File: config.mk
export PLATFORM = sky130hd
export DESIGN_NAME = meter_frame_tx
export DESIGN_NICKNAME = d
export VERILOG_FILES = /design/src/rtl/meter_pkg.sv /design/src/rtl/uart_byte_tx.sv /design/src/rtl/meter_frame_tx.sv
export SDC_FILE = /design/constraint.sdc
export NUM_CORES = 1
export LEC_CHECK = 0
export CAP_MARGIN = 20
export CORE_MARGIN = 1.5
export CORE_UTILIZATION = 50
export DETAILED_ROUTE_END_ITERATION = 8
export PLACE_DENSITY = 0.75
export SLEW_MARGIN = 20
export SYNTH_ARGS = -nofsm -noshare
export SYNTH_HDL_FRONTEND = slang
export SYNTH_HIERARCHICAL = 1
export SYNTH_SLANG_ARGS = --single-unit
File: constraint.sdc
create_clock -name clk -period 5 [get_ports clk]
set_input_delay 1 -clock clk [delete_from_list [all_inputs] [get_ports clk]]
set_output_delay 1 -clock clk [all_outputs]
set_load 0.01 [all_outputs]
File: src/rtl/meter_pkg.sv
// Shared constants, state encoding and status-byte layout for the meter framer.
package meter_pkg;

    localparam logic [7:0]  FRAME_HEADER    = 8'hA5;
    localparam int unsigned FRAME_LEN_BASE  = 14;
    localparam int unsigned DATA_W          = 32;
    localparam int unsigned SNAP_W          = 8 + 3 * DATA_W;

    localparam int unsigned STATUS_MODE_LSB = 0;
    localparam int unsigned STATUS_MODE_W   = 2;
    localparam int unsigned STATUS_HF_BIT   = 4;

    typedef enum logic [1:0] {
        IDLE  = 2'd0,
        START = 2'd1,
        DATA  = 2'd2,
        STOP  = 2'd3
    } tx_state_e;

    function automatic logic [7:0] status_byte(input logic [1:0] mode, input logic hf);
        logic [7:0] s;
        s = '0;
        s[STATUS_MODE_LSB +: STATUS_MODE_W] = mode;
        s[STATUS_HF_BIT] = hf;
        return s;
    endfunction

endpackage

File: src/rtl/uart_byte_tx.sv
// 8N1 byte serializer: start bit, 8 data bits LSB first, stop bit.
// A load presented during the last stop-bit cycle chains the next byte with no gap.
module uart_byte_tx
    import meter_pkg::*;
#(
    parameter int unsigned CLKS_PER_BIT = 4
) (
    input  logic       clk,
    input  logic       reset_sig,
    input  logic       load,
    input  logic [7:0] data,
    output logic       tx,
    output logic       byte_done_c
);

    localparam int unsigned BAUD_W = (CLKS_PER_BIT > 1) ? $clog2(CLKS_PER_BIT) : 1;
    localparam logic [BAUD_W-1:0] BAUD_LAST = BAUD_W'(CLKS_PER_BIT - 1);

    tx_state_e         state_q, state_d;
    logic [BAUD_W-1:0] baud_q, baud_d;
    logic [2:0]        bit_q, bit_d;
    logic [7:0]        shift_q, shift_d;
    logic              tx_q, tx_d;
    logic              baud_end;

    always_comb begin
        state_d     = state_q;
        baud_d      = baud_q;
        bit_d       = bit_q;
        shift_d     = shift_q;
        tx_d        = tx_q;
        byte_done_c = 1'b0;
        baud_end    = (baud_q == BAUD_LAST);

        case (state_q)
            IDLE: begin
                tx_d = 1'b1;
                if (load) begin
                    state_d = START;
                    tx_d    = 1'b0;
                    shift_d = data;
                    baud_d  = '0;
                    bit_d   = '0;
                end
            end
            START: begin
                if (baud_end) begin
                    baud_d  = '0;
                    state_d = DATA;
                    tx_d    = shift_q[0];
                end else begin
                    baud_d = baud_q + 1'b1;
                end
            end
            DATA: begin
                if (baud_end) begin
                    baud_d = '0;
                    if (bit_q == 3'd7) begin
                        state_d = STOP;
                        tx_d    = 1'b1;
                        bit_d   = '0;
                    end else begin
                        bit_d   = bit_q + 3'd1;
                        shift_d = {1'b0, shift_q[7:1]};
                        tx_d    = shift_q[1];
                    end
                end else begin
                    baud_d = baud_q + 1'b1;
                end
            end
            STOP: begin
                if (baud_end) begin
                    byte_done_c = 1'b1;
                    baud_d      = '0;
                    if (load) begin
                        state_d = START;
                        tx_d    = 1'b0;
                        shift_d = data;
                        bit_d   = '0;
                    end else begin
                        state_d = IDLE;
                        tx_d    = 1'b1;
                    end
                end else begin
                    baud_d = baud_q + 1'b1;
                end
            end
            default: begin
                state_d = IDLE;
                tx_d    = 1'b1;
                baud_d  = '0;
                bit_d   = '0;
            end
        endcase
    end

    always_ff @(posedge clk or negedge reset_sig) begin
        if (!reset_sig) begin
            state_q <= IDLE;
            baud_q  <= '0;
            bit_q   <= '0;
            shift_q <= '0;
            tx_q    <= 1'b1;
        end else begin
            state_q <= state_d;
            baud_q  <= baud_d;
            bit_q   <= bit_d;
            shift_q <= shift_d;
            tx_q    <= tx_d;
        end
    end

    assign tx = tx_q;

endmodule

File: src/rtl/meter_frame_tx.sv
// Meter result framer: snapshots the measurement on request and sends it as one UART packet.
// Optional trailing checksum byte enabled by defining METER_FRAME_CHECKSUM_EN.
module meter_frame_tx
    import meter_pkg::*;
#(
    parameter int unsigned CLK_HZ = 50_000_000,
    parameter int unsigned BAUD   = 115200
) (
    input  logic        clk,
    input  logic        reset_sig,
    input  logic        send_req,
    input  logic [31:0] first_data,
    input  logic [31:0] second_data,
    input  logic [31:0] third_data,
    input  logic [1:0]  mode,
    input  logic        high_frequency,
    output logic        tx,
    output logic        busy,
    output logic        done
);

    localparam int unsigned CLKS_PER_BIT = CLK_HZ / BAUD;
`ifdef METER_FRAME_CHECKSUM_EN
    localparam int unsigned FRAME_LEN = FRAME_LEN_BASE + 1;
`else
    localparam int unsigned FRAME_LEN = FRAME_LEN_BASE;
`endif
    localparam int unsigned IDX_W = 4;
    localparam logic [IDX_W-1:0] IDX_LAST = IDX_W'(FRAME_LEN - 1);

    logic [SNAP_W-1:0] snap_q, snap_d;
    logic [IDX_W-1:0]  idx_q, idx_d;
    logic              busy_q, busy_d;
    logic              done_q, done_d;

    logic              accept_c;
    logic              byte_done_c;
    logic              more_c;
    logic              load_c;
    logic [7:0]        byte_c;
    logic [SNAP_W-1:0] snap_sh;

    // Sequencing: byte 0 is the constant header so it can load on the accept edge itself.
    always_comb begin
        accept_c = send_req && !busy_q;
        more_c   = (idx_q != IDX_LAST);
        load_c   = accept_c || (byte_done_c && more_c);

        snap_d = snap_q;
        idx_d  = idx_q;
        busy_d = busy_q;
        done_d = byte_done_c && !more_c;

        if (accept_c) begin
            snap_d = {status_byte(mode, high_frequency), first_data, second_data, third_data};
            idx_d  = '0;
            busy_d = 1'b1;
        end else if (byte_done_c && more_c) begin
            idx_d = idx_q + 4'd1;
        end else if (done_d) begin
            busy_d = 1'b0;
        end
    end

`ifdef METER_FRAME_CHECKSUM_EN
    logic [7:0] csum_q, csum_d;

    // Checksum covers status plus the 12 data bytes, computed from the inputs at accept.
    always_comb begin
        csum_d = csum_q;
        if (accept_c) begin
            csum_d = status_byte(mode, high_frequency);
            for (int i = 0; i < 4; i++) begin
                csum_d = csum_d + first_data[8*i +: 8] + second_data[8*i +: 8]
                                + third_data[8*i +: 8];
            end
        end
    end

    always_ff @(posedge clk or negedge reset_sig) begin
        if (!reset_sig) csum_q <= '0;
        else            csum_q <= csum_d;
    end
`endif

    // Byte mux: snapshot is stored in transmit order, so byte k sits k-1 bytes below the top.
    always_comb begin
        snap_sh = snap_q << {idx_d - 4'd1, 3'b000};
        if (idx_d == '0) begin
            byte_c = FRAME_HEADER;
`ifdef METER_FRAME_CHECKSUM_EN
        end else if (idx_d == IDX_LAST) begin
            byte_c = csum_q;
`endif
        end else begin
            byte_c = snap_sh[SNAP_W-1 -: 8];
        end
    end

    always_ff @(posedge clk or negedge reset_sig) begin
        if (!reset_sig) begin
            snap_q <= '0;
            idx_q  <= '0;
            busy_q <= 1'b0;
            done_q <= 1'b0;
        end else begin
            snap_q <= snap_d;
            idx_q  <= idx_d;
            busy_q <= busy_d;
            done_q <= done_d;
        end
    end

    uart_byte_tx #(
        .CLKS_PER_BIT (CLKS_PER_BIT)
    ) u_uart (
        .clk         (clk),
        .reset_sig   (reset_sig),
        .load        (load_c),
        .data        (byte_c),
        .tx          (tx),
        .byte_done_c (byte_done_c)
    );

    assign busy = busy_q;
    assign done = done_q;

endmodule

Word level (Yosys, flattened, before mapping)
Index checks and enable logic that the tools add are counted.
{ "totals": {"register_bits": 128, "inputBits": 102, "out_inout_bits": 3} }
{ "classes": {"addsub": 4, "n_eq_ne": 13, "n_shift": 1, "muxes": 34, "reduce_logical": 16} }
{ "ops": {"columns": ["op", "count"], "rows": [
  ["101-bit by 7-bit << shifter with 104-bit output", 1],
  ["8-bit 2-to-1 mux", 5],
  ["8-bit one-hot mux with 3 select lines", 1],
  ["9-bit 2-to-1 mux", 2],
  ["9-bit one-hot mux with 2 select lines", 1],
  ["3-bit 2-to-1 mux", 4],
  ["1-bit 2-to-1 mux", 11],
  ["2-bit 2-to-1 mux", 5],
  ["9-bit by 1-bit adder with 9-bit output, second input constant", 1],
  ["9-bit == test, second input constant", 1],
  ["3-bit one-hot mux with 3 select lines", 1],
  ["4-bit 2-to-1 mux", 2],
  ["2-bit by 1-bit != test with 1-bit output, second input constant", 4],
  ["2-bit one-hot mux with 4 select lines", 1],
  ["2-bit != test, second input constant", 3],
  ["3-bit AND reduction", 2],
  ["5-bit AND reduction", 1],
  ["4-bit by 1-bit adder with 4-bit output, second input constant", 1],
  ["2-bit == test, second input constant", 2],
  ["4-bit zero test", 1],
  ["4-bit != test, second input constant", 1],
  ["1-bit one-hot mux with 4 select lines", 1],
  ["4-bit AND reduction", 1],
  ["4-bit by 1-bit subtractor with 4-bit output, second input constant", 1],
  ["11 further kinds", 14]
]} }

Longest topological paths before layout
Gate-level depths: netlist (run 1).
{ "logic_depth": {"ltp_word": 12, "depth_mapped": 21, "depth_no_buf": 18} }

Modules after synthesis
The synthesis (run 1) kept the hierarchy.
{ "by_module_without_submodules": {"columns": ["mod", "instances", "cells_per_inst", "area_per_inst_um2", "seq_area_each_um2"], "rows": [
  ["meter_frame_tx", 1, 634, 5296.3, 2627.5],
  ["uart_byte_tx", 1, 125, 1363.8, 576.8]
]} }

Worst setup path before layout (run 1)
No wires, ideal clock.
{ "synth_timing": {"kind": "reg2reg", "startpoint": "register u_uart.baud_q[3]", "endpoint": "register u_uart.shift_q[0]", "setup_time_ps": 125, "arrival_time_ps": 4059, "required_ps": 4875, "slack_ps": 817, "stages_incl_launch_ff": 19, "path_buffers": 4, "cell_sequence": "dfrtp_1 buf_6 nor4b_1 and3_1 inv_1 nor2_1 o21ai_0 or2_2 ha_1 or3_1 buf_6 o211a_1 buf_6 buf_12 mux2_1 o211ai_1 a31oi_1 mux2_2 mux2_2"} }
{ "synth_via": {"elab_chain_cells": 12, "word_cells_on_any_way": 17} }
{ "synth_rtl": {"columns": ["element", "line_no", "source"], "rows": [
  ["start, declared", "uart_byte_tx.sv:20", "logic [BAUD_W-1:0] baud_q, baud_d;"],
  ["start signal, assigned", "uart_byte_tx.sv:106", "baud_q <= baud_d;"],
  ["9-bit == test *", "uart_byte_tx.sv:33", "baud_end = (baud_q == BAUD_LAST);"],
  ["1-bit 2-to-1 mux *", "uart_byte_tx.sv:72", "if (baud_end) begin"],
  ["1-bit 2-to-1 mux *", "uart_byte_tx.sv:35", "case (state_q)"],
  ["net byte_done_c", "meter_frame_tx.sv:37", "logic byte_done_c;"],
  ["1-bit logical AND *", "meter_frame_tx.sv:58", "end else if (byte_done_c && more_c) begin"],
  ["4-bit 2-to-1 mux *", "meter_frame_tx.sv:58", null],
  ["4-bit 2-to-1 mux *", "meter_frame_tx.sv:54", "if (accept_c) begin"],
  ["4-bit by 1-bit subtractor with 4-bit output", "meter_frame_tx.sv:88", "snap_sh = snap_q << {idx_d - 4'd1, 3'b000};"],
  ["101-bit by 7-bit << shifter with 104-bit output", "meter_frame_tx.sv:88", null],
  ["8-bit 2-to-1 mux *", "meter_frame_tx.sv:89", "if (idx_d == '0) begin"],
  ["net byte_c[0]", "meter_frame_tx.sv:40", "logic [7:0] byte_c;"],
  ["8-bit 2-to-1 mux *", "uart_byte_tx.sv:38, uart_byte_tx.sv:75", null],
  ["8-bit 2-to-1 mux", "uart_byte_tx.sv:72", null],
  ["8-bit one-hot mux with 3 select lines *", "uart_byte_tx.sv:35", null],
  ["end signal, assigned", "uart_byte_tx.sv:108", "shift_q <= shift_d;"],
  ["end, declared", "uart_byte_tx.sv:22", "logic [7:0] shift_q, shift_d;"]
]} }
Mark *: on every way through the listed nets, which the timed path passes. The rest lies on a longest branch. The select of a mux whose other input is x is not followed.
A chain may end at the register's enable or synchronous reset.

Final worst setup path (run 1)
{ "layout_timing": {"startpoint": "register u_uart.baud_q[3]", "endpoint": "register u_uart.shift_q[1]"} }
The elaborated chain is that of the path after synthesis.

==> out/results.tsv, run 1 <==
metric	value	unit
postcts setup bufs	0	
count leader, synth	nand2_1	
Die Span X	118	um
WL per Instance	16.6	um
Tcrit/Tclk final	0.934	
later-pin clock latency in the skew report	0.41	ns
H-tree depth	4	
CP Max Fanout	22	
Reg power frac	0.425	
# DRC	0	
Initial DRT Pass Iterations	5	
leakage	4.02	nW
R2R depth	15	
number of fillers in the final layout	1061	
CTS tree	yes	
fmax	214	MHz
startpoint types	flip-flop	
Setup TNS	0	ns
Clock power frac	0.485	
Seq cells post-synth	128	
sequential share of the synthesized area	0.481	
Layout area overhead	25.7	%
critical path class	reg -> reg	
row cnt	41	
largest net degree at the start of global routing	121	
height of the die	118	um
Worst R2R End	u_uart/shift_q[1]	
Gates resized, CTS repair	0	
Max clock buf depth	2	
num ports	105	
CTS Hold Bufs	0	
yosys warns	6	
Post-Route Utilization	0.653	
clk slew on worst S/H paths	0.05	ns
Post-synth top cells	nand2_1, dfrtp_1, o21ai_0	
CTS root buf	clkbuf_16	
vias in the first global route	5815	
Final GP Congestion	0.851	
vias	5661	
final WL	17100	um
Int Pwr	2.03	mW
Post-DRT Antenna Nets	0	
top-area cell type share of the netlist area	0.477	
largest cells by area after synthesis	dfrtp_1, nand2_1, mux2_2	
asr flop ratio synth	1.00	
core area	0.0128	mm2
ratio of cells with drive above 1 in the final layout	0.0951	
# setup viols final	0	
switching power of the nets	0.582	mW
Slew Limit Fails	0	
Gate power share	0.090	
gr usage total	0.259	
Ant. Diodes	0	
Syn Std Cell Area	0.00666	mm2
Die ar.	0.0140	mm2
antenna violations before repair	0	
synthesized netlist cell count	759	
Max Clock Skew	0.00585	ns
outcome	completed	
Fin. Hold Viols	0	
Tightest Hold Check Type	reg -> reg	
RSZ-0062 raised after global routing	no	
vias per cell	5.47	
VDD IR-drop max	0.226	mV
hold path endpoint	snap_q[13]	
launch point of the worst reg-to-reg path	u_uart/baud_q[3]	
Sink Count	128	
first-pass GRT wire length	28900	um
Post-DP HPWL	12000	um
power density cells	312	mW/mm2
dominant synthesized flop cell	dfrtp_1	
data arrival time of the critical path	4.97	ns
Post-synth EDFFs	0	
hold path cells	2	
minimum hold slack	0.477	ns
total grt overflow	0	
Final Cell Area	0.00837	mm2
dpl cell area	0.00776	mm2
switch share	0.222	
worst reg-to-reg setup slack	0.33	ns
worst hold start	snap_q[13]	
Crit path required time	5.29	ns
max-slew headroom at the worst pin	0.409	
Num CTS Buffers	17	
Max-Cap Viols	0	
# nets final	964	
leading area contributor after synthesis	dfrtp_1	
Detailed Route Iter0 Violations	317	
Synth Area per Inst	8.77	um2
Starting Density	0.519	
fin crit period	4.67	ns
Mapped Nets	874	
CP Capture Type	flip-flop	
Yosys cell types	68	
Slew @ Worst Pin	0.887	ns
port bufs	104	
[cell type report]
| class | instances | area, um2 | area share |
|---|---|---|---|
| clock inverters | 9 | 131 | 0.0157 |
| well taps | 172 | 215 | 0.0257 |
| repair buffers | 116 | 1130 | 0.135 |
| flip-flops and latches | 128 | 3200 | 0.383 |
| inverters | 24 | 90.1 | 0.0108 |
| multi-input cells | 562 | 3120 | 0.373 |
| clock buffers | 23 | 478 | 0.0571 |
[metal layers]
| layer | track usage | up-vias | routed length [um] |
|---|---|---|---|
| li1 | - | 2739 | - |
| met2 | 0.414 | 187 | 8090 |
| met3 | 0.0507 | 23 | 925 |
| met4 | 0.0783 | 0 | 261 |
| met5 | 0 | - | 0 |
| met1 | 0.358 | 2712 | 7850 |
[how the worst max path moves through the flow]
stage	startpoint	endpoint	cells after the start
floorplan	u_uart/baud_q[3]	u_uart/shift_q[0]	18
global placement	send_req	u_uart/shift_q[1]	12
detailed placement	u_uart/baud_q[3]	u_uart/shift_q[1]	15
CTS	u_uart/baud_q[3]	u_uart/shift_q[1]	15
global route	u_uart/baud_q[3]	u_uart/shift_q[0]	15
finish	u_uart/baud_q[3]	u_uart/shift_q[1]	15
[placed cells by master (no fill, tap or decap), types with 3 or more instances in the layout]
| cell type | netlist | layout |
|---|---|---|
| a211oi_1 | 3 | 3 |
| a21o_1 | 3 | 3 |
| a21oi_1 | 11 | 11 |
| a22o_1 | 6 | 6 |
| a22oi_1 | 4 | 4 |
| a31oi_1 | 5 | 5 |
| a32oi_1 | 6 | 6 |
| and2_1 | 3 | 3 |
| and3_1 | 10 | 10 |
| buf_4 | 1 | 12 |
| bufinv_16 | 0 | 3 |
| clkbuf_1 | 23 | 3 |
| clkbuf_16 | 0 | 17 |
| clkbuf_8 | 0 | 3 |
| clkdlybuf4s50_1 | 0 | 103 |
| clkinvlp_4 | 0 | 3 |
| dfrtp_1 | 127 | 127 |
| ha_1 | 13 | 13 |
| inv_1 | 24 | 24 |
| mux2_2 | 22 | 22 |
| mux2i_1 | 15 | 15 |
| nand2_1 | 314 | 314 |
| nand2b_1 | 6 | 5 |
| nand3_1 | 11 | 11 |
| nand3b_1 | 3 | 3 |
| nand4_1 | 6 | 6 |
| nor2_1 | 19 | 19 |
| nor2b_1 | 3 | 3 |
| o2111ai_1 | 10 | 10 |
| o211ai_1 | 14 | 14 |
| o21ai_0 | 25 | 25 |
| o31ai_1 | 4 | 4 |
| xor2_1 | 3 | 3 |
[critical path, stage by stage (launching register included)]
cell and delay [ns]:
dfrtp_1 0.46, nor4b_1 0.48, and3_1 0.38, inv_1 0.15, nor2_1 0.15, o21ai_0 0.08, or2_2 0.31, ha_1 0.25
or3_1 0.53, o211a_2 0.34, buf_4 0.22, and2_1 0.23, a22o_1 0.24, a32o_1 0.20, mux2_2 0.25, mux2_2 0.26
[logic make-up after synthesis]
group / count (synthesis) / synth area share
buf+inv: 69 / 0.0511
fa+ha+maj: 13 / 0.0244
mux: 39 / 0.0631
xor+xnor: 4 / 0.00526
simple gates: 394 / 0.251
compound gates: 112 / 0.124
flops: 128 / 0.481
[registers in the layout, summed over array words and instances (netlist names)]
| signal | flops |
|---|---|
| busy | 1 |
| u_uart/state_q | 2 |
| u_uart/baud_q | 9 |
| u_uart/bit_q | 3 |
| done | 1 |
| snap_q | 99 |
| u_uart/tx | 1 |
| u_uart/shift_q | 8 |
| idx_q | 4 |
[metrics by stage]
step                      cells  power (mW)  setup WS, ns
final                      1034        2.61         0.329
after global routing       1034        2.71        0.0300
after CTS                  1034        2.63         0.372
after detailed placement   1002        1.36         0.397
after global placement     1002        1.36         0.487
after floorplan             759        1.23         0.817
[power by group through the flow]
stage / clock (mW) / combinational [mW] / sequential, mW
after floorplan: 0 / 0.116 / 1.11
after global placement: 0 / 0.230 / 1.13
after detailed placement: 0 / 0.237 / 1.13
after CTS: 1.28 / 0.239 / 1.11
after global routing: 1.33 / 0.263 / 1.11
final: 1.27 / 0.236 / 1.11
No activity file was read; power rests on OpenSTA's default activity.
==> inputs of run 2 (changes only) <==
--- a/config.mk
+++ b/config.mk
@@ -6,7 +6,7 @@
 export NUM_CORES = 1
 export LEC_CHECK = 0
 export CAP_MARGIN = 20
-export CORE_MARGIN = 1.5
+export CORE_MARGIN = 5
 export CORE_UTILIZATION = 50
 export DETAILED_ROUTE_END_ITERATION = 8
 export PLACE_DENSITY = 0.75
==> out/results.tsv, run 2 (same netlist as run 1, synthesis figures left out) <==
metric	value	unit
fmax	215	MHz
Initial DRT Pass Iterations	4	
Layout area overhead	24.6	%
Final GP Congestion	0.831	
core area	0.0131	mm2
VDD IR-drop max	0.231	mV
CTS tree	yes	
critical path class	reg -> reg	
CTS Hold Bufs	0	
# setup viols final	0	
ratio of cells with drive above 1 in the final layout	0.0942	
Max Clock Skew	0.00962	ns
num ports	105	
Clock power frac	0.453	
switch share	0.237	
Detailed Route Iter0 Violations	380	
Int Pwr	1.87	mW
Post-DP HPWL	11700	um
Crit path required time	5.31	ns
Slew @ Worst Pin	1.03	ns
vias per cell	5.42	
# DRC	0	
H-tree depth	4	
Die Span X	125	um
later-pin clock latency in the skew report	0.43	ns
fin crit period	4.65	ns
most common cell after layout, fill and taps aside	nand2_1	
final WL	16600	um
Max clock buf depth	2	
Die ar.	0.0157	mm2
worst reg-to-reg setup slack	0.35	ns
post-route non-filler standard cell count	1036	
R2R depth	15	
Num CTS Buffers	17	
most frequent cells in the layout	nand2_1, dfrtp_1, clkdlybuf4s50_1	
antenna violations before repair	0	
Gates resized, CTS repair	0	
WL per Instance	16.0	um
Sink Count	128	
# nets final	963	
gr usage total	0.217	
Ant. Diodes	0	
CP startpoint	u_uart/baud_q[3]	
total grt overflow	0	
RSZ-0062 raised after global routing	no	
Worst R2R End	u_uart/shift_q[4]	
Post-DRT Antenna Nets	0	
height of the die	125	um
postcts setup bufs	0	
port bufs	104	
Tcrit/Tclk final	0.930	
startpoint types	flip-flop	
max-slew headroom at the worst pin	0.316	
biggest regs	snap_q x99, u_uart/baud_q x9, u_uart/shift_q x8	
data arrival time of the critical path	4.96	ns
power density cells	296	mW/mm2
largest net degree at the start of global routing	117	
Max-Cap Viols	0	
vias in the first global route	5805	
CP Max Fanout	30	
vias	5610	
Slew Limit Fails	0	
max FFs per register	99	
minimum hold slack	0.470	ns
outcome	completed	
Starting Density	0.507	
CTS root buf	clkbuf_16	
Top reg by flops	snap_q	
launch point of the worst reg-to-reg path	u_uart/baud_q[3]	
hold path endpoint	snap_q[10]	
Post-Route Utilization	0.631	
Reg power frac	0.451	
switching power of the nets	0.581	mW
clk slew on worst S/H paths	0.06	ns
Gate power share	0.095	
hold path cells	2	
first-pass GRT wire length	28100	um
Tightest Hold Check Type	reg -> reg	
worst hold start	snap_q[10]	
dpl cells	1005	
row cnt	42	
Setup TNS	0	ns
leakage	3.98	nW
Fin. Hold Viols	0	
CP Capture Type	flip-flop	
-- run 2: cell types whose count changed in the layout (fill, tap and decap cells not counted) --
cell / change
bufinv_16: -3
clkinv_2: +1
o211a_1: +1
nor4b_1: -1
o211a_2: -1
clkinvlp_4: +2
nor4b_2: +1
buf_6: -1
clkbuf_1: -1
-- run 2: worst max-delay path by stage --
stage          cells past startpoint                 to
5_1_grt                           17  u_uart/shift_q[0]
3_5_place_dp                      12  u_uart/shift_q[4]
3_3_place_gp                      12  u_uart/shift_q[1]
6_report                          15  u_uart/shift_q[4]
4_1_cts                           15  u_uart/shift_q[4]
2_1_floorplan                     18  u_uart/shift_q[0]
-- run 2: per-stage QoR --
stage                     total power, mW  instance area (um2)  worst slack, ns
after floorplan                      1.23                 6660            0.817
after global placement               1.35                 7750            0.434
after detailed placement             1.36                 7750            0.315
after CTS                            2.47                 8290            0.259
after global routing                 2.55                 8300            0.104
final                                2.46                 8300            0.352
-- run 2: critical path, stage by stage (launching register included) --
cell	delay [ns]
dfrtp_1	0.47
nor4b_2	0.37
and3_1	0.35
inv_1	0.14
nor2_1	0.15
o21ai_0	0.07
or2_2	0.31
ha_1	0.26
or3_1	0.56
o211a_1	0.40
buf_4	0.28
and2_1	0.24
a22o_1	0.22
a32o_1	0.20
mux2_2	0.26
mux2_2	0.26
-- run 2: layer usage --
metal / track usage / up-vias / part of all wire
li1: - / 2738 / -
met1: 0.277 / 2720 / 0.44
met2: 0.362 / 119 / 0.50
met3: 0.0465 / 33 / 0.036
met4: 0.0893 / 0 / 0.024
met5: 0 / - / 0
-- run 2: power groups by stage --
stage | Clock, mW | Combinational [mW] | Sequential [mW]
floorplan | 0 | 0.116 | 1.11
global placement | 0 | 0.226 | 1.12
detailed placement | 0 | 0.234 | 1.13
CTS | 1.13 | 0.236 | 1.11
global route | 1.17 | 0.260 | 1.11
finish | 1.11 | 0.234 | 1.11
-- run 2: cell type report --
cell class | instances | area, um2
Clock buffer | 22 | 474
Fill cell | 1135 | 4840
Sequential cell | 128 | 3200
Tap cell | 176 | 220
Multi-Input combinational cell | 562 | 3120
Clock inverter | 9 | 61.3
Timing Repair Buffer | 115 | 1120
Inverter | 24 | 90.1
